==> config.mk <==
export PLATFORM = sky130hd
export DESIGN_NAME = mips_cpu_cache_mem_arbiter
export DESIGN_NICKNAME = d
export VERILOG_FILES = /design/src/rtl/mips_cpu_cache_pkg.sv /design/src/rtl/mips_cpu_cache_mem_arbiter.sv
export SDC_FILE = /design/constraint.sdc
export NUM_CORES = 1
export LEC_CHECK = 0
export CAP_MARGIN = 40
export CORE_AREA = 2 2 97 99
export DETAILED_ROUTE_END_ITERATION = 10
export DIE_AREA = 0 0 99 101
export PLACE_DENSITY_LB_ADDON = 0.3
export SLEW_MARGIN = 40
export SYNTH_ARGS = -nofsm -noshare
export SYNTH_HDL_FRONTEND = slang
export SYNTH_SLANG_ARGS = --single-unit
export TNS_END_PERCENT = 1
==> constraint.sdc <==
create_clock -name clk -period 1.8 [get_ports clk]
set_input_delay 0.18 -clock clk [delete_from_list [all_inputs] [get_ports clk]]
set_output_delay 0.18 -clock clk [all_outputs]
set_load 0.02 [all_outputs]
==> src/rtl/mips_cpu_cache_pkg.sv <==
// Shared types for the MIPS CPU cache slice.
//   arb_state_t : memory arbiter FSM states.
//   WORD_BYTES  : bytes per bus word.
package mips_cpu_cache_pkg;

  typedef enum logic [1:0] {
    ARB_IDLE,
    ARB_WRITE,
    ARB_READ,
    ARB_DONE
  } arb_state_t;

  localparam int WORD_BYTES = 4;

endpackage

==> src/rtl/mips_cpu_cache_mem_arbiter.sv <==
// Shares one Avalon-MM master between write-buffer drain writes and cache
// read-miss line refills. Arbitration happens only in IDLE, so every bus
// transaction is preceded by one idle cycle.
//   clk, rst            : clock, synchronous active-high reset
//   wb_*                : write buffer head word / flags; wb_active and
//                         wb_waitrequest pace the write buffer
//   rd_req/rd_addr/...  : refill request (level) and miss address
//   rd_data/_valid/_idx : refill words streamed back to the cache
//   rd_done             : one-cycle pulse after the last refill word
//   avm_*               : Avalon-MM master port
module mips_cpu_cache_mem_arbiter
  import mips_cpu_cache_pkg::*;
#(
  parameter int LINE_WORDS = 4,
  parameter int CNT_BITS   = (LINE_WORDS > 1) ? $clog2(LINE_WORDS) : 1
) (
  input  logic                clk,
  input  logic                rst,
  input  logic                wb_write,
  input  logic [31:0]         wb_addr,
  input  logic [31:0]         wb_writedata,
  input  logic [3:0]          wb_byteenable,
  input  logic                wb_empty,
  output logic                wb_active,
  output logic                wb_waitrequest,
  input  logic                rd_req,
  input  logic [31:0]         rd_addr,
  input  logic                rd_addr_in_wb,
  output logic [31:0]         rd_data,
  output logic                rd_data_valid,
  output logic [CNT_BITS-1:0] rd_word_idx,
  output logic                rd_done,
  output logic [31:0]         avm_address,
  output logic                avm_read,
  output logic                avm_write,
  output logic [31:0]         avm_writedata,
  output logic [3:0]          avm_byteenable,
  input  logic                avm_waitrequest,
  input  logic [31:0]         avm_readdata
);

  // Byte-offset bits inside one line; cleared to form the line base.
  localparam logic [31:0]         LINE_MASK = 32'(LINE_WORDS * WORD_BYTES - 1);
  localparam logic [CNT_BITS-1:0] LAST_IDX  = CNT_BITS'(LINE_WORDS - 1);

  arb_state_t          state, state_nxt;
  logic [CNT_BITS-1:0] cnt;
  logic [31:0]         rd_addr_q;
  logic                rd_pending;     // refill accepted and not yet finished
  logic                last_was_read;  // forces a write between back-to-back refills
  logic                rd_beat;

  assign rd_beat = (state == ARB_READ) && !avm_waitrequest;

  always_ff @(posedge clk) begin
    if (rst) begin
      state         <= ARB_IDLE;
      cnt           <= '0;
      rd_addr_q     <= '0;
      rd_pending    <= 1'b0;
      last_was_read <= 1'b0;
    end else begin
      state <= state_nxt;
      if (state == ARB_IDLE && state_nxt == ARB_READ) begin
        rd_addr_q  <= rd_addr;
        rd_pending <= 1'b1;
      end
      if (state == ARB_IDLE && state_nxt == ARB_WRITE)
        last_was_read <= 1'b0;
      if (state == ARB_READ && state_nxt == ARB_DONE) begin
        last_was_read <= 1'b1;
        rd_pending    <= 1'b0;
      end
      // Explicit clear on the last word keeps non-power-of-2 wrap impossible
      // and leaves the counter at 0 for the next refill.
      if (rd_beat)
        cnt <= (cnt == LAST_IDX) ? '0 : cnt + 1'b1;
    end
  end

  always_comb begin
    state_nxt      = state;
    avm_read       = 1'b0;
    avm_write      = 1'b0;
    avm_address    = '0;
    avm_writedata  = '0;
    avm_byteenable = '0;
    wb_active      = 1'b0;
    wb_waitrequest = 1'b1;
    rd_data        = avm_readdata;
    rd_data_valid  = 1'b0;
    rd_word_idx    = cnt;
    rd_done        = 1'b0;
    case (state)
      ARB_IDLE: begin
        // A miss that hits a pending write drains the buffer first; otherwise a
        // read wins unless the previous grant was also a read and writes wait.
        if (rd_req && rd_addr_in_wb && !wb_empty)
          state_nxt = ARB_WRITE;
        else if (rd_req && !rd_addr_in_wb && !(last_was_read && !wb_empty))
          state_nxt = ARB_READ;
        else if (!wb_empty)
          state_nxt = ARB_WRITE;
      end
      ARB_WRITE: begin
        // wb_empty lags the retire edge by a cycle, so exit on wb_write only.
        wb_active      = 1'b1;
        avm_write      = wb_write;
        avm_address    = wb_addr;
        avm_writedata  = wb_writedata;
        avm_byteenable = wb_byteenable;
        wb_waitrequest = avm_waitrequest;
        if (!wb_write || !avm_waitrequest)
          state_nxt = ARB_IDLE;
      end
      ARB_READ: begin
        avm_read       = rd_pending;
        avm_byteenable = 4'hF;
        avm_address    = (rd_addr_q & ~LINE_MASK) | 32'({cnt, 2'b00});
        rd_data_valid  = !avm_waitrequest;
        if (!avm_waitrequest && cnt == LAST_IDX)
          state_nxt = ARB_DONE;
      end
      ARB_DONE: begin
        rd_done   = 1'b1;
        state_nxt = ARB_IDLE;
      end
      default: state_nxt = ARB_IDLE;
    endcase
  end

endmodule
==> results of run 1 <==
[kinds of logic (layout without fill, tap and decap cells)]
kind of cell,count (synthesis),after routing
simple gates,83,83
mux,30,30
other cells,0,2
buf+inv,54,207
compound gates,43,43
fa+ha+maj,5,5
flops,34,34
[flip-flops by register name, summed over array words and instances, names as in the netlist]
| register | flops |
|---|---|
| rd_pending | 1 |
| rd_addr_q | 28 |
| state | 2 |
| last_was_read | 1 |
| rd_word_idx | 2 |
[per-stage QoR]
step | setup TNS (ns) | instances
after floorplan | -0.3531 | 249
after global placement | -7.361 | 504
after detailed placement | -8.892 | 504
after CTS | -3.183 | 511
after global routing | -1.532 | 515
final | -0.002264 | 515
[timing repair]
| item | 4_1_cts | 5_1_grt |
|---|---|---|
| hold endpoints to repair | 0 | 0 |
| cloned | 0 | 2 |
| pin swaps | 1 | 7 |
| setup endpoints to repair | 75 | 72 |
| gates resized for setup | 219 | 37 |
| setup buffers | 0 | 0 |
[metal layers]
layer | global-route usage, % | vias up | routed length (um) | part of all wire [%]
met5 | 0 | - | 0 | 0
met4 | 8.641 | 0 | 342 | 4.4
li1 | - | 1126 | - | -
met3 | 3.537 | 28 | 614 | 7.9
met2 | 26.25 | 122 | 3898 | 50
met1 | 15.01 | 1052 | 2906 | 37
[power by group through the flow]
| stage | Combinational (W) | Sequential [W] | Clock (W) |
|---|---|---|---|
| after detailed placement | 0.00285 | 0.00101 | 0 |
| after global routing | 0.00310 | 0.00102 | 0.000575 |
| after floorplan | 0.00166 | 0.00100 | 0 |
| after global placement | 0.00283 | 0.00101 | 0 |
| after CTS | 0.00266 | 0.000998 | 0.000549 |
| final | 0.00288 | 0.00100 | 0.000521 |
[path summary, 6_finish.rpt]
kind,end,slack [ns]
max,avm_address[19],-0.002
min,rd_data[21],0.36
max reg2reg,last_was_read,0.13
min reg2reg,last_was_read,0.49
[cell usage in the layout (no fill, tap or decap), drive strengths merged, types with 2 or more instances in the layout]
master and count:
nand2b 4, nand3b 2, mux2i 30, ha 5
nor2 33, inv 4, dfxtp 34, dlygate4sd2 3
clkdlybuf4s15 35, a21o 4, a21oi 2, and3 2
diode 2, a22o 30, clkdlybuf4s50 105, clkbuf 10
nand2 2, and2 36, buf 50
[area by class of cell]
class	count	area (um2)	share of cell area (%)
diodes	2	5.005	0.1248
clock buffers	7	76.32	1.904
inverters	4	15.01	0.3745
multi-input cells	161	1192	29.74
flip-flops and latches	34	681.9	17.01
well taps	111	138.9	3.464
repair buffers	196	1899	47.38
[worst register-to-register path, stage by stage, from the launching register on]
cell     delay, ns
dfxtp_1       0.33
buf_4         0.15
ha_4          0.18
buf_12        0.14
and2_4        0.15
buf_4         0.10
nand3_1       0.07
a32o_1        0.26
o31ai_1       0.21
==> results by group, run 1 <==
Die
  – Starting Density: 24.24%
  – Die W: 99 um
  – I/O pin count: 247
  – # rows: 35
  – Core area: 8977 um2
  – Die Y: 101 um
  – Full die area: 9999 um2

Place
  – Final Wtd Congestion: 0.8004
  – Dpl ws: -0.2376 ns
  – Placed inst area: 3921 um2
  – PortBufs: 178
  – HPWL after DPL: 6.138 mm

Flow run
  – Max-Cap Viols: 0

Worst setup path
  – Delay of the slowest critical-path stage: 0.31 ns
  – Crit. End Element: output pin
  – Crit. Startpoint: state[0]
  – CP arrival: 1.62 ns
  – Startpoint Class: flip-flop
  – WP buf/inv: 3
  – CP max stage cell: dfxtp_1
  – Delay-heaviest family, CP: buffers and inverters
  – Critical Path RT: 1.62 ns
  – Register-to-Register Path Depth: 8
  – Worst path cell trace: buf_4 > ha_4 > and2_4 > clkbuf_16 > a22o_1 > buf_2
  – Stages on worst setup path: 6
  – Crit path max fanout: 13
  – Crit Path Category: flip-flop to output pin
  – Reg2Reg Launch Point: state[0]

STA
  – Rel. slew slack: 82.77%
  – Final setup viols: 2
  – Final hold violation count: 0
  – Post-layout min period: 1.802 ns
  – Share of the clock period used by the worst path: 100.1%
  – Max Fclk: 555.0 MHz
  – RSZ-0062 raised after global routing: yes
  – Final WS setup: -0.001801 ns
  – Measured slew at the worst slew-check pin: 0.2576 ns
  – Hold Slack: 0.3600 ns
  – Clock Skew: 0.002716 ns
  – Final Max Slew Viols: 0

Route
  – Remaining DRCs: 0
  – Post-route ant nets: 0
  – DR pass1 iterations: 4
  – Post-Route WL: 7.761 mm
  – WL per Instance: 15.07 um
  – Initial drt markers: 32
  – Via-per-instance ratio: 4.520
  – Via Count: 2,328

Power
  – Leakage: 1.876 nW
  – Peak supply drop: 0.3937 mV
  – Logic gate share of total power: 65.5%
  – Switch Pwr: 0.001776 W
  – PwrDens: 1099 nW/um2
  – Reg power frac: 22.7%
  – Sw Ratio: 40.33%
  – Int Power: 0.002628 W
  – Total Power: 0.004404 W
  – Clock power frac: 11.8%

Yosys
  – Ys Warns: 0
  – Synth Area in XOR/XNOR: 0%
  – Multiplexer share of the synthesized area: 13.80%
  – Cell variety after synth: 28
  – Ys async rst share: 0%
  – Top post-synthesis cells by area: dfxtp_1 (31%), mux2i_1 (14%), a22o_1 (12%)
  – Synthesized area per cell: 8.738 um2
  – Largest family of logic cells by synthesized area: simple AND/OR/NAND/NOR gates
  – Post-synth top cells: and2_1 (36), dfxtp_1 (34), nor2_1 (33)
  – Synth Area in Adders: 2.875%
  – Syn Nets: 393
  – Most numerous cell in the Yosys netlist: and2_1
  – Mapped Area: 2176 um2
  – Synth Flop Type: dfxtp_1
  – Yosys top cell by area: dfxtp_1
  – Simple-Gate Fraction of Synth Area: 19.90%
  – Top cell type's share of synthesized area: 31.28%
  – Sequential element share of the synthesized area: 31.28%
  – Flops & latches, synth: 34
  – Cells after Synth: 249
  – Post-synth EDFFs: 0
  – Post-synthesis compound-gate area fraction: 16.56%

Clock network
  – CTS Buffer Depth: 2
  – Clock-pin slew on the worst setup and hold paths: 0.06 ns
  – Clock Root Buffer: clkbuf_8
  – TritonCTS clock tree: done
  – Clk_lat worst skew: 0.28 ns
  – CTS Hold Bufs: 0
  – Max H-tree Level: 2
  – Clock sink count: 34
  – Inserted Clock Buffers: 5

Global route
  – Total grt overflow: 0
  – GRT Util Overall: 14.45%
  – Vias in the first global route: 2,321
  – First-pass GRT wire length: 11.41 mm
  – Largest net degree at the start of global routing: 38
  – Antenna violations before repair: 2

Cells and area
  – Fin nets: 546
  – Final Cell Area: 4009 um2
  – Fraction of layout cells with a size suffix above 1: 18.91%
  – Final core utilization: 44.66%
  – Fillers: 887
  – Area grow syn2layout: 84.24%

Run status
  – Failing checks: negative setup slack
  – Status: finished with violations

Hold path
  – Hold Path Depth: 0
  – Hold path startpoint: avm_readdata[21]
  – Hold crit path type: primary input to output pin
Note: power is estimated with default switching activity, not from simulation.
==> run 2, diff against run 1 <==
- GPL_TIMING_DRIVEN: default -> 0
==> run 2 against run 1 <==
Net effect: flip-flop and latch count unchanged; sequential share of layout area down 2.6 points; sequential power about the same; critical path depth unchanged; highest routed layer unchanged; worst hold slack worse by 0.092 ns; core utilization up 8.4 points; the flow still finishes with violations (negative setup slack); final area up 19%; non-clock buffer count up 73; critical endpoint is now avm_address[14]; largest cell class unchanged; largest power group unchanged.
==> results by group, run 2 (synthesis gave the netlist of run 1 again) <==
Global route
  – Vias in the first global route: 2,570 (+11%)
  – GRT Util Overall: 16.22% (+1.8 points)
  – Largest net degree at the start of global routing: 13 (-66%)
  – Antenna violations before repair: 1 (-1)
  – First-pass GRT wire length: 12.78 mm (+12%)
  – Total grt overflow: 0 (unchanged)

Die
  – Core area: 8977 um2 (unchanged)
  – I/O pin count: 247 (unchanged)
  – # rows: 35 (unchanged)
  – Die W: 99 um (unchanged)
  – Starting Density: 24.24% (unchanged)
  – Full die area: 9999 um2 (unchanged)
  – Die Y: 101 um (unchanged)

Clock network
  – CTS Buffer Depth: 2 (unchanged)
  – Clock sink count: 34 (unchanged)
  – CTS Hold Bufs: 0 (unchanged)
  – Clock Root Buffer: clkbuf_8
  – TritonCTS clock tree: done
  – Clk_lat worst skew: 0.29 ns (about the same)
  – Clock-pin slew on the worst setup and hold paths: 0.08 ns (+0.02 ns)
  – Inserted Clock Buffers: 5 (unchanged)
  – Max H-tree Level: 2 (unchanged)

STA
  – Final Max Slew Viols: 0 (unchanged)
  – Final WS setup: -0.06286 ns (-0.06106 ns)
  – Clock Skew: 0.009507 ns (+0.006791 ns)
  – Share of the clock period used by the worst path: 103.5% (+3.4 points)
  – Final hold violation count: 0 (unchanged)
  – Measured slew at the worst slew-check pin: 0.5507 ns (+0.2931 ns)
  – Rel. slew slack: 63.28% (-19 points)
  – Max Fclk: 536.8 MHz (-3.3%)
  – Post-layout min period: 1.863 ns (+0.06106 ns)
  – RSZ-0062 raised after global routing: yes
  – Hold Slack: 0.2679 ns (-0.09211 ns)
  – Final setup viols: 27 (+25)

Place
  – Final Wtd Congestion: 0.8471 (+5.8%)
  – PortBufs: 209 (+17%)
  – DP Cell Count: 569 (+13%)
  – HPWL after DPL: 7.146 mm (+16%)

Power
  – Sw Ratio: 39.61% (-0.72 points)
  – Switch Pwr: 0.001989 W (+12%)
  – Clock power frac: 14.5% (+2.7 points)
  – Total Power: 0.005021 W (+14%)
  – PwrDens: 1055 nW/um2 (-4.0%)
  – Leakage: 2.216 nW (+18%)
  – Logic gate share of total power: 65.2% (-0.3 points)
  – Reg power frac: 20.3% (-2.4 points)
  – Peak supply drop: 0.5024 mV (+28%)
  – Int Power: 0.003032 W (+15%)

Worst setup path
  – Startpoint Class: flip-flop
  – FF-to-FF End: last_was_read
  – Register-to-Register Path Depth: 6 (-2)
  – R2R setup slack: 0.14 ns (about the same)
  – Critical Path RT: 1.62 ns (about the same)
  – Reg2Reg Launch Point: state[0]
  – Crit Path Category: flip-flop to output pin
  – Crit. End Element: output pin
  – CP arrival: 1.68 ns (+0.06 ns)
  – Crit path max fanout: 5 (-8)

Hold path
  – Hold Path Depth: 2 (+2)
  – Hold crit path type: primary input to flip-flop
  – WHS Endpoint: rd_addr_q[11]
  – Hold path startpoint: rst

Cells and area
  – Fin nets: 620 (+14%)
  – Fraction of layout cells with a size suffix above 1: 29.77% (+11 points)
  – Biggest register: rd_addr_q
  – Final cell count without fillers: 589 (+14%)
  – Area grow syn2layout: 118.7%
  – Final core utilization: 53.02% (+8.4 points)
  – Max reg flops: 28 (unchanged)
  – Commonest non-fill, non-tap cell in the layout: clkdlybuf4s50_1
  – Most frequent cells in the layout: clkdlybuf4s50_1 (135), buf_4 (41), and2_1 (34)

Route
  – Remaining DRCs: 0 (unchanged)
  – WL per Instance: 15.36 um (+1.9%)
  – Via-per-instance ratio: 4.463 (-1.3%)
  – Post-route ant nets: 0 (unchanged)
  – Initial drt markers: 83 (+160%)
  – Via Count: 2,629 (+13%)
  – DR pass1 iterations: 4 (unchanged)
  – Post-Route WL: 9.045 mm (+17%)

Flow run
  – Max-Cap Viols: 0 (unchanged)

Run status
  – Failing checks: negative setup slack
  – Status: finished with violations
[run 2: changes by cell type in the layout (fill, tap and decap cells not counted), moves of 8 or more]
| cell | delta |
|---|---|
| buf_2 | -16 |
| buf_4 | +28 |
| buf_6 | +23 |
| clkbuf_2 | +8 |
| clkdlybuf4s15_1 | -24 |
| clkdlybuf4s15_2 | +16 |
| clkdlybuf4s50_1 | +30 |
[run 2: worst max-delay path, stage by stage (launching register included)]
cell,delay [ns]
dfxtp_4,0.36
inv_2,0.05
ha_4,0.25
and2_4,0.19
buf_8,0.13
a22o_1,0.24
buf_4,0.16
[run 2: worst max-delay path by stage]
stage             start  depth (start not counted)         endpoint
3_5_place_dp   state[0]                          7  avm_address[11]
6_report       state[0]                          6  avm_address[14]
4_1_cts        state[1]                          6  avm_address[14]
2_1_floorplan  state[0]                          6  avm_address[10]
3_3_place_gp   state[0]                          7  avm_address[11]
5_1_grt        state[1]                          6  avm_address[11]
[run 2: final cells by class]
cell class | count | area, um2
Clock buffer | 5 | 68.82
Buffer | 48 | 409.1
Tap cell | 111 | 138.9
Antenna cell | 1 | 2.502
Inverter | 4 | 17.52
Clock inverter | 3 | 45.04
Fill cell | 847 | 4218
Timing Repair Buffer | 221 | 2193
Multi-Input combinational cell | 162 | 1196
Sequential cell | 34 | 688.2
[run 2: power by group through the flow]
| stage | combinational, W | clock (W) | sequential [W] |
|---|---|---|---|
| 3_5_place_dp | 0.00293 | 0 | 0.00103 |
| 5_1_grt | 0.00350 | 0.000778 | 0.00104 |
| 4_1_cts | 0.00317 | 0.000748 | 0.00103 |
| 2_1_floorplan | 0.00166 | 0 | 0.00100 |
| 3_3_place_gp | 0.00289 | 0 | 0.00103 |
| 6_report | 0.00327 | 0.000728 | 0.00102 |
[run 2: metal layers]
layer | up-vias | track usage [%] | routed length [um]
met3 | 6 | 4.300 | 820
li1 | 1269 | - | -
met1 | 1203 | 15.86 | 3169
met4 | 0 | 3.793 | 97
met2 | 151 | 33.37 | 4957
met5 | - | 0 | 0
[run 2: through the flow]
| stage | cell area, um2 | setup slack (ns) | setup TNS (ns) |
|---|---|---|---|
| after global routing | 4760 | -0.1276 | -3.157 |
| after floorplan | 2182 | -0.01421 | -0.3531 |
| after detailed placement | 4413 | -1.001 | -37.82 |
| after global placement | 4413 | -0.9733 | -35.02 |
| after CTS | 4716 | -0.1289 | -2.665 |
| final | 4760 | -0.06286 | -1.112 |
[run 2: repair_timing]
| action | in CTS | in global routing |
|---|---|---|
| buffers inserted | 3 | 6 |
| gates resized for setup | 326 | 21 |
| pin swaps | 28 | 3 |
| gates cloned | 1 | 3 |
| setup endpoints to repair | 79 | 66 |
==> run 3, diff against run 2 <==
- clock period: 1.8 -> 1.9 ns (I/O delays scaled with it)
==> run 3 against run 2 <==
Net effect: the flow now finishes without violations; wire length shrank 6.9%; cell count fell by 1.9%; total power fell by 13%; global-route usage shrank 0.55 points; critical path type unchanged.
==> results by group, run 3 (synthesis gave the netlist of run 1 again) <==
Route
  – Post-Route WL: 8.417 mm (-6.9%)
  – Initial drt markers: 34 (-59%)
  – WL per Instance: 14.56 um (-5.2%)
  – Remaining DRCs: 0 (unchanged)
  – Via-per-instance ratio: 4.431 (-0.73%)
  – Post-route ant nets: 0 (unchanged)
  – DR pass1 iterations: 4 (unchanged)
  – Via Count: 2,561 (-2.6%)

STA
  – Measured slew at the worst slew-check pin: 0.4824 ns (-0.06830 ns)
  – Final Max Slew Viols: 0 (unchanged)
  – Max Fclk: 530.1 MHz
  – Share of the clock period used by the worst path: 99.28%
  – Final setup viols: 0 (-100%)
  – Final setup TNS: 0 ns (+1.112 ns)
  – Final hold violation count: 0 (unchanged)
  – Hold Slack: 0.2530 ns (-0.01490 ns)
  – RSZ-0062 raised after global routing: yes
  – Rel. slew slack: 67.84% (+4.6 points)
  – Clock Skew: 0.005810 ns (-0.003697 ns)
  – Post-layout min period: 1.886 ns

Global route
  – Vias in the first global route: 2,502 (-2.6%)
  – GRT Util Overall: 15.67% (-0.55 points)
  – Antenna violations before repair: 0 (-1)
  – Largest net degree at the start of global routing: 12 (-1)
  – Total grt overflow: 0 (unchanged)
  – First-pass GRT wire length: 12.35 mm (-3.3%)

Worst setup path
  – CP max stage cell: dfxtp_4
  – Crit Path Category: flip-flop to output pin
  – Startpoint Class: flip-flop
  – R2R setup slack: 0.25 ns (+0.11 ns)
  – Register-to-Register Path Depth: 7 (+1)
  – CP arrival: 1.70 ns (+0.02 ns)
  – Reg2Reg Launch Point: state[0]
  – Delay of the slowest critical-path stage: 0.39 ns (+0.03 ns)
  – Worst path cell trace: inv_2 > ha_4 > and2_4 > clkbuf_8 > a22o_1 > buf_6
  – Crit. End Element: output pin
  – Critical Path RT: 1.71 ns (+0.09 ns)
  – Crit path max fanout: 10 (+5)
  – FF-to-FF End: rd_addr_q[6]

Power
  – PwrDens: 974.3 nW/um2 (-7.6%)
  – Reg power frac: 22.4% (+2.1 points)
  – Peak supply drop: 0.4044 mV (-20%)
  – Logic gate share of total power: 62.2% (-3.0 points)
  – Sw Ratio: 39.68% (+0.065 points)
  – Total Power: 0.004364 W (-13%)
  – Switch Pwr: 0.001732 W (-13%)
  – Clock power frac: 15.4% (+0.9 points)
  – Leakage: 2.171 nW (-2.0%)
  – Int Power: 0.002633 W (-13%)

Clock network
  – Inserted Clock Buffers: 5 (unchanged)
  – Clock-pin slew on the worst setup and hold paths: 0.07 ns (about the same)
  – Clk_lat worst skew: 0.28 ns (about the same)
  – TritonCTS clock tree: done
  – CTS Buffer Depth: 2 (unchanged)
  – Max H-tree Level: 2 (unchanged)
  – Clock sink count: 34 (unchanged)
  – Clock Root Buffer: clkbuf_8

Die
  – Starting Density: 24.24% (unchanged)
  – Full die area: 9999 um2 (unchanged)
  – Die W: 99 um (unchanged)
  – Die Y: 101 um (unchanged)
  – I/O pin count: 247 (unchanged)
  – # rows: 35 (unchanged)
  – Core area: 8977 um2 (unchanged)

Cells and area
  – Ant. Diodes: 0 (-1)
  – Biggest register: rd_addr_q
  – Most frequent cells in the layout: clkdlybuf4s50_1 (137), buf_4 (40), and2_1 (34)
  – Final core utilization: 49.90% (-3.1 points)
  – Fillers: 871 (+2.8%)
  – Storage cell area: 688.2 um2 (unchanged)
  – Fin nets: 611 (-1.5%)
  – Multi-input logic area: 1199 um2 (+0.21%)
  – Commonest non-fill, non-tap cell in the layout: clkdlybuf4s50_1
  – Area grow syn2layout: 105.9%
  – Max reg flops: 28 (unchanged)
  – Fraction of layout cells with a size suffix above 1: 22.70% (-7.1 points)

Run status
  – Status: completed

Hold path
  – Hold Path Depth: 2 (unchanged)
  – Hold crit path type: primary input to flip-flop
  – WHS Endpoint: rd_addr_q[11]
  – Hold path startpoint: rst

Place
  – HPWL after DPL: 7.080 mm (-0.92%)
  – Final Wtd Congestion: 0.7904 (-6.7%)
  – PortBufs: 209 (unchanged)

Flow run
  – Max-Cap Viols: 0 (unchanged)
-- run 3: power groups by stage --
stage / Combinational [W] / Sequential [W] / Clock, W
floorplan: 0.00157 / 0.000949 / 0
global placement: 0.00273 / 0.000972 / 0
detailed placement: 0.00276 / 0.000976 / 0
CTS: 0.00270 / 0.000979 / 0.000696
global route: 0.00294 / 0.000998 / 0.000720
finish: 0.00271 / 0.000979 / 0.000673
-- run 3: layer usage --
layer / wire (um) / share of wire [%] / GRT usage, % / vias to the layer above
li1: - / - / - / 1253
met1: 2865 / 34 / 14.81 / 1154
met2: 4570 / 54 / 31.65 / 142
met3: 826 / 9.8 / 5.132 / 12
met4: 155 / 1.8 / 4.636 / 0
met5: 0 / 0 / 0 / -
-- run 3: how the worst max path moves through the flow --
| stage | startpoint | end | cells past startpoint |
|---|---|---|---|
| after floorplan | state[0] | avm_address[12] | 6 |
| after global placement | state[0] | avm_address[2] | 7 |
| after detailed placement | state[0] | avm_address[2] | 7 |
| after CTS | state[0] | avm_address[15] | 6 |
| after global routing | state[0] | avm_address[23] | 6 |
| final | state[1] | avm_address[17] | 6 |
-- run 3: final cells by class --
cell class	instances	share of cell area, %
timing repair buffer	213	43.30
inverter	4	0.3352
sequential	34	15.36
clock buffer	6	1.844
clock inverter	1	0.6704
tap	111	3.101
buffer	48	8.631
multi-input combinational	161	26.76
-- run 3: stage by stage --
step	setup slack, ns	instances	area (um2)
floorplan	0.05820	249	2178
global placement	-0.8531	569	4409
detailed placement	-0.8945	569	4409
CTS	-0.1623	574	4539
global route	-0.05454	578	4479
finish	0.01370	578	4479
-- run 3: worst max-delay path, delay by kind of cell, from the launching register on --
family                   cells  cell delay [ns]
buffers and inverters        3             0.37
AND/OR/NAND/NOR              1             0.19
flip-flops                   1             0.39
AO/OA/AOI/OAI                1             0.19
adder cells (fa/ha/maj)      1             0.28
-- run 3: what timing repair did --
item	CTS	global route
gates resized for setup	185	76
setup endpoints to repair	73	66
hold buffers	0	0
hold endpoints to repair	0	0
pin swaps	0	5
setup buffers	0	4
==> RTL edit 1 (settings of run 1) <==
Encoding of `arb_state_t`: now one-hot (4 bits for 4 states).
--- a/src/rtl/mips_cpu_cache_pkg.sv
+++ b/src/rtl/mips_cpu_cache_pkg.sv
@@ -4,9 +4,9 @@
 package mips_cpu_cache_pkg;
 
-  typedef enum logic [1:0] {
-    ARB_IDLE,
-    ARB_WRITE,
-    ARB_READ,
-    ARB_DONE
+  typedef enum logic [3:0] {
+    ARB_IDLE  = 4'b0001,
+    ARB_WRITE = 4'b0010,
+    ARB_READ  = 4'b0100,
+    ARB_DONE  = 4'b1000
   } arb_state_t;
 
Check against the original RTL: same outputs for any inputs over 4 cycles, from zero or initial values and one cycle with rst high; so few cycles prove little.
==> RTL edit 1 against run 1 <==
The run still ends with negative setup slack left. Worst setup slack got worse by 41 ps. Area after synthesis rose by 7.6%. Non-clock buffer count rose by 2. Via count rose by 4.2%. Die area did not move. Design area fell by 0.22%. Wire length fell by 3.2%. Count of clock-buffer cells in the layout rose by 1. Core utilization fell by 0.098 points. Cell count rose by 5.4%. Sequential cell count rose by 2.
Power is not compared: it rests on default switching activity, and its combinational part moved more than twofold at a synthesized area within 25%.
==> RTL edit 1: results (changes against run 1) <==
| Metric | Value |
|---|---|
| Status | complete, but fails checks |
| Failing checks | negative setup slack |
| Synth Flop Type | dfxtp_1 |
| Top cell family by delay on the critical path | simple AND/OR/NAND/NOR gates |
| Largest cells by area after synthesis | dfxtp_1, mux2i_1, a22o_1 |
| Post-synthesis cell type count | 32 (+14%) |
| Clock skew | 5.72 ps (+3.01 ps) |
| Cts bufs inserted | 5 (unchanged) |
| CTS max path bufs | 2 (unchanged) |
| Setup Buffers After CTS | 1 (+1) |
| Dpl ws | -192 ps (+46.0 ps) |
| Xor/xnor share of the synthesized area | 0.374% (+0.37 points) |
| Number of global-route vias before repair | 2344 (+0.99%) |
| Critical-path top delay cell | or4b_4 |
| Final setup vio count | 25 (+23) |
| N_diodes | 0 (-2) |
| Hold/Removal Path Class | in -> out |
| Post-Synth Adder-Cell Area | 0.534% (-2.3 points) |
| Fin worst setup slack | -42.6 ps (-40.8 ps) |
| CP arrival | 2050 ps (+430 ps) |
| Total track usage | 13.9% (-0.55 points) |
| Worst Tran Pin Value | 419 ps (+162 ps) |
| Initial antenna violation count | 0 (-2) |
| Seq/Total Area, Yosys | 30.8% (-0.50 points) |
| Crit Path Max Fanout | 16 (+3) |
| Number of gates resized after cts | 281 (+28%) |
| Final GP Congestion | 0.705 (-12%) |
| Multiplexer area fraction after synthesis | 12.0% (-1.8 points) |
| DRT iter0 DRCs | 52 (+63%) |
| Avg Vias per Cell | 4.47 (-1.2%) |
| Mapped Nets | 420 (+6.9%) |
| WL final | 7.51 mm (-3.2%) |
| Layout cell share with drive strength beyond 1 | 25.7% (+6.8 points) |
| Largest net degree at the start of global routing | 29 (-24%) |
| IR drop worst, VDD | 0.269 mV |
| First-pass GRT wire length | 11.4 mm (+0.37%) |
| CP max stage delay | 550 ps (+240 ps) |
| Compound-Gate Fraction of Synth Area | 17.4% (+0.81 points) |
| Nets | 571 (+4.6%) |
| Hold_buf cts | 0 (unchanged) |
| Clk pin slew, worst setup/hold paths | 70 ps |
| Post-DP HPWL | 5.66 mm (-7.7%) |
## RTL edit 1: cell types whose count changed in the layout (fill, tap and decap cells not counted), sizes merged, moves of 3 or more
cell / before / now
ha: 5 / 1
clkdlybuf4s15: 35 / 0
nor4b: 0 / 4
dlygate4sd2: 3 / 0
nand2: 2 / 59
buf: 50 / 93
nor2: 33 / 1
## RTL edit 1: final cells by class
type / instances / area (um^2)
Sequential cell: 36 / 726
Fill cell: 909 / 4980
Tap cell: 111 / 139
Timing Repair Buffer: 198 / 1750
Multi-Input combinational cell: 187 / 1280
Inverter: 3 / 11.3
Clock buffer: 8 / 90.1
## RTL edit 1: per-stage QoR
step | cells | TNS, ps | instance area [um^2] | total power, uW
after global placement | 532 | -9220 | 4120 | 1560
after CTS | 542 | -3690 | 4020 | 2170
final | 543 | -469 | 4000 | 2130
after detailed placement | 532 | -10810 | 4120 | 1570
after floorplan | 280 | 0 | 2350 | 1290
after global routing | 543 | -3190 | 4000 | 2260
## RTL edit 1: per-layer routing
layer,routed length (um),GRT usage (%),up-vias
li1,-,-,1219
met1,3150,17.3,1102
met2,3710,24.1,98
met3,614,4.09,6
met4,33,2.53,0
met5,0,0,-
## RTL edit 1: final timing paths
| check | startpoint | to | slack [ps] | cells past startpoint |
|---|---|---|---|---|
| setup reg to reg | state[1] | rd_addr_q[15] | -40 | 5 |
| hold reg to reg | rd_addr_q[20] | rd_addr_q[20] | 460 | 2 |
| hold / removal | avm_readdata[10] | rd_data[10] | 360 | 0 |
| setup / recovery | state[1] | rd_addr_q[15] | -40 | 5 |
## RTL edit 1: report_power, final
group	switching [uW]	leakage [uW]	total (uW)	internal, uW
logic	259	0.00145	653	394
clock network	280	0.0000455	593	312
registers	37.6	0.000294	888	851
==> RTL edit 2 (config.mk and constraints of run 1) <==
Without the edit above. The parameter `LINE_WORDS` goes from 4 to 16.
--- a/src/rtl/mips_cpu_cache_mem_arbiter.sv
+++ b/src/rtl/mips_cpu_cache_mem_arbiter.sv
@@ -12,5 +12,5 @@
   import mips_cpu_cache_pkg::*;
 #(
-  parameter int LINE_WORDS = 4,
+  parameter int LINE_WORDS = 16,
   parameter int CNT_BITS   = (LINE_WORDS > 1) ? $clog2(LINE_WORDS) : 1
 ) (
Interface: changed (resized rd_word_idx); port bits go from 247 to 249. The function was not compared with the original's and may differ.
==> RTL edit 2 against run 1 <==
The flow still finishes with violations (negative setup slack). Largest cell class unchanged. Worst setup slack got worse by 35 ps. Sequential cell count unchanged. Via count increased by 11%. Design area increased by 7.5%. First-iteration DRC count increased by 63%. Area after synthesis increased by 15%. Wire length increased by 22%.
Power is not compared: it rests on default switching activity, and its combinational part moved more than twofold at a synthesized area within 25%.
==> RTL edit 2: results (changes against run 1) <==
| Metric | Value |
|---|---|
| Status | complete, but fails checks |
| Failing checks | negative setup slack |
| Area after DPL | 0.00424 mm^2 (+8.1%) |
| Pleak | 0.00183 uW |
| Clk pin slew, worst setup/hold paths | 70 ps |
| Biggest register | rd_addr_q |
| DP Cell Count | 537 (+6.5%) |
| Global route total overflow | 0 (unchanged) |
| Setup TNS | -379 ps (-377 ps) |
| R2R cell count | 9 (+1) |
| First-pass GRT wire length | 13.2 mm (+16%) |
| Seq/Total Area, Yosys | 27.3% (-4.0 points) |
| Largest net degree at the start of global routing | 61 (+61%) |
| Synth Warn # | 0 (unchanged) |
| Via count | 2579 (+11%) |
| Largest cells by area after synthesis | dfxtp_1, nand2b_1, a22o_1 |
| Max reg flops | 26 (-7.1%) |
| Avg Vias per Cell | 4.71 (+4.1%) |
| Crit path from | state[1] |
| Number of gates resized after cts | 263 (+20%) |
| Nets | 580 (+6.2%) |
| Final setup vio count | 22 (+20) |
| Initial antenna violation count | 0 (-2) |
| DRT iter0 DRCs | 52 (+63%) |
| N_diodes | 0 (-2) |
| Crit Path Max Fanout | 9 (-4) |
| Mapped Nets | 429 (+9.2%) |
| CP arrival | 1660 ps (+40 ps) |
| CTS root buf | clkbuf_8 |
| Most frequent cell after synthesis | nand2b_1 |
| Post-DP HPWL | 6.81 mm (+11%) |
| IR drop worst, VDD | 0.278 mV |
| Synth cell count leaders | nand2b_1, and2_1, dfxtp_1 |
| CTS H-tree lvls | 2 (unchanged) |
| Final GP Congestion | 0.737 (-7.9%) |
| HP Start | avm_readdata[12] |
| Total track usage | 16.7% (+2.3 points) |
| Fin worst setup slack | -36.3 ps (-34.5 ps) |
| Clock skew | 2.34 ps (-0.372 ps) |
| Post-synthesis cell type count | 36 (+29%) |
| Asr flop ratio synth | 0% (unchanged) |
| WL final | 9.45 mm (+22%) |
| Dpl ws | -284 ps (-46.2 ps) |
| CTS max path bufs | 2 (unchanged) |
| Synthesized area per cell | 8.76 um^2 (+0.28%) |
| Worst Tran Pin Value | 259 ps (+1.53 ps) |
| Layout cell share with drive strength beyond 1 | 26.3% (+7.4 points) |
RTL edit 2: power breakdown:
part           total (uW)  switching (uW)  internal [uW]  leakage [uW]
combinational        1150             526            620       0.00151
sequential            853            36.9            816      0.000279
clock                 589             281            307     0.0000472
RTL edit 2: area by class of cell:
type | instances | area [um^2]
fillers | 869 | 4670
repair buffers | 195 | 1880
multi-input cells | 196 | 1490
flip-flops and latches | 34 | 683
well taps | 111 | 139
clock buffers | 6 | 82.6
inverters | 4 | 16.3
clock inverters | 2 | 12.5
RTL edit 2: through the flow:
stage	util (%)	power, uW
floorplan	-	1500
global placement	47.2	1990
detailed placement	47.2	2000
CTS	46.4	2560
global route	48.0	2740
finish	48.0	2590
RTL edit 2: path summary, 6_finish.rpt:
kind                                  endpoint  slack, ps
worst min register to register   rd_addr_q[29]        480
worst max-delay path            avm_address[2]        -40
worst min-delay path               rd_data[12]        360
worst max register to register  rd_word_idx[3]        100
RTL edit 2: routing by layer:
layer	vias to the layer above	track usage [%]	share of wire [%]
met4	0	7.59	3.6
met5	-	0	0
met3	35	5.41	8.9
met2	130	31.7	52
li1	1241	-	-
met1	1173	16.5	35
RTL edit 2: critical path: stages (launching register included):
cell       delay (ps)
dfxtp_2           330
inv_2              50
buf_4             140
ha_4              170
and2_4            180
clkbuf_16         180
a22o_1            180
buf_4             150
RTL edit 2: cell families (layout without fill, tap and decap cells):
| logic type | after synthesis | in the layout | synth area share (%) |
|---|---|---|---|
| simple gates | 109 | 110 | 26.6 |
| buf+inv | 56 | 207 | 15.3 |
| compound gates | 54 | 54 | 17.6 |
| flops | 34 | 34 | 27.3 |
| mux | 26 | 26 | 10.4 |
| fa+ha+maj | 5 | 5 | 2.51 |
| xor+xnor | 1 | 1 | 0.351 |
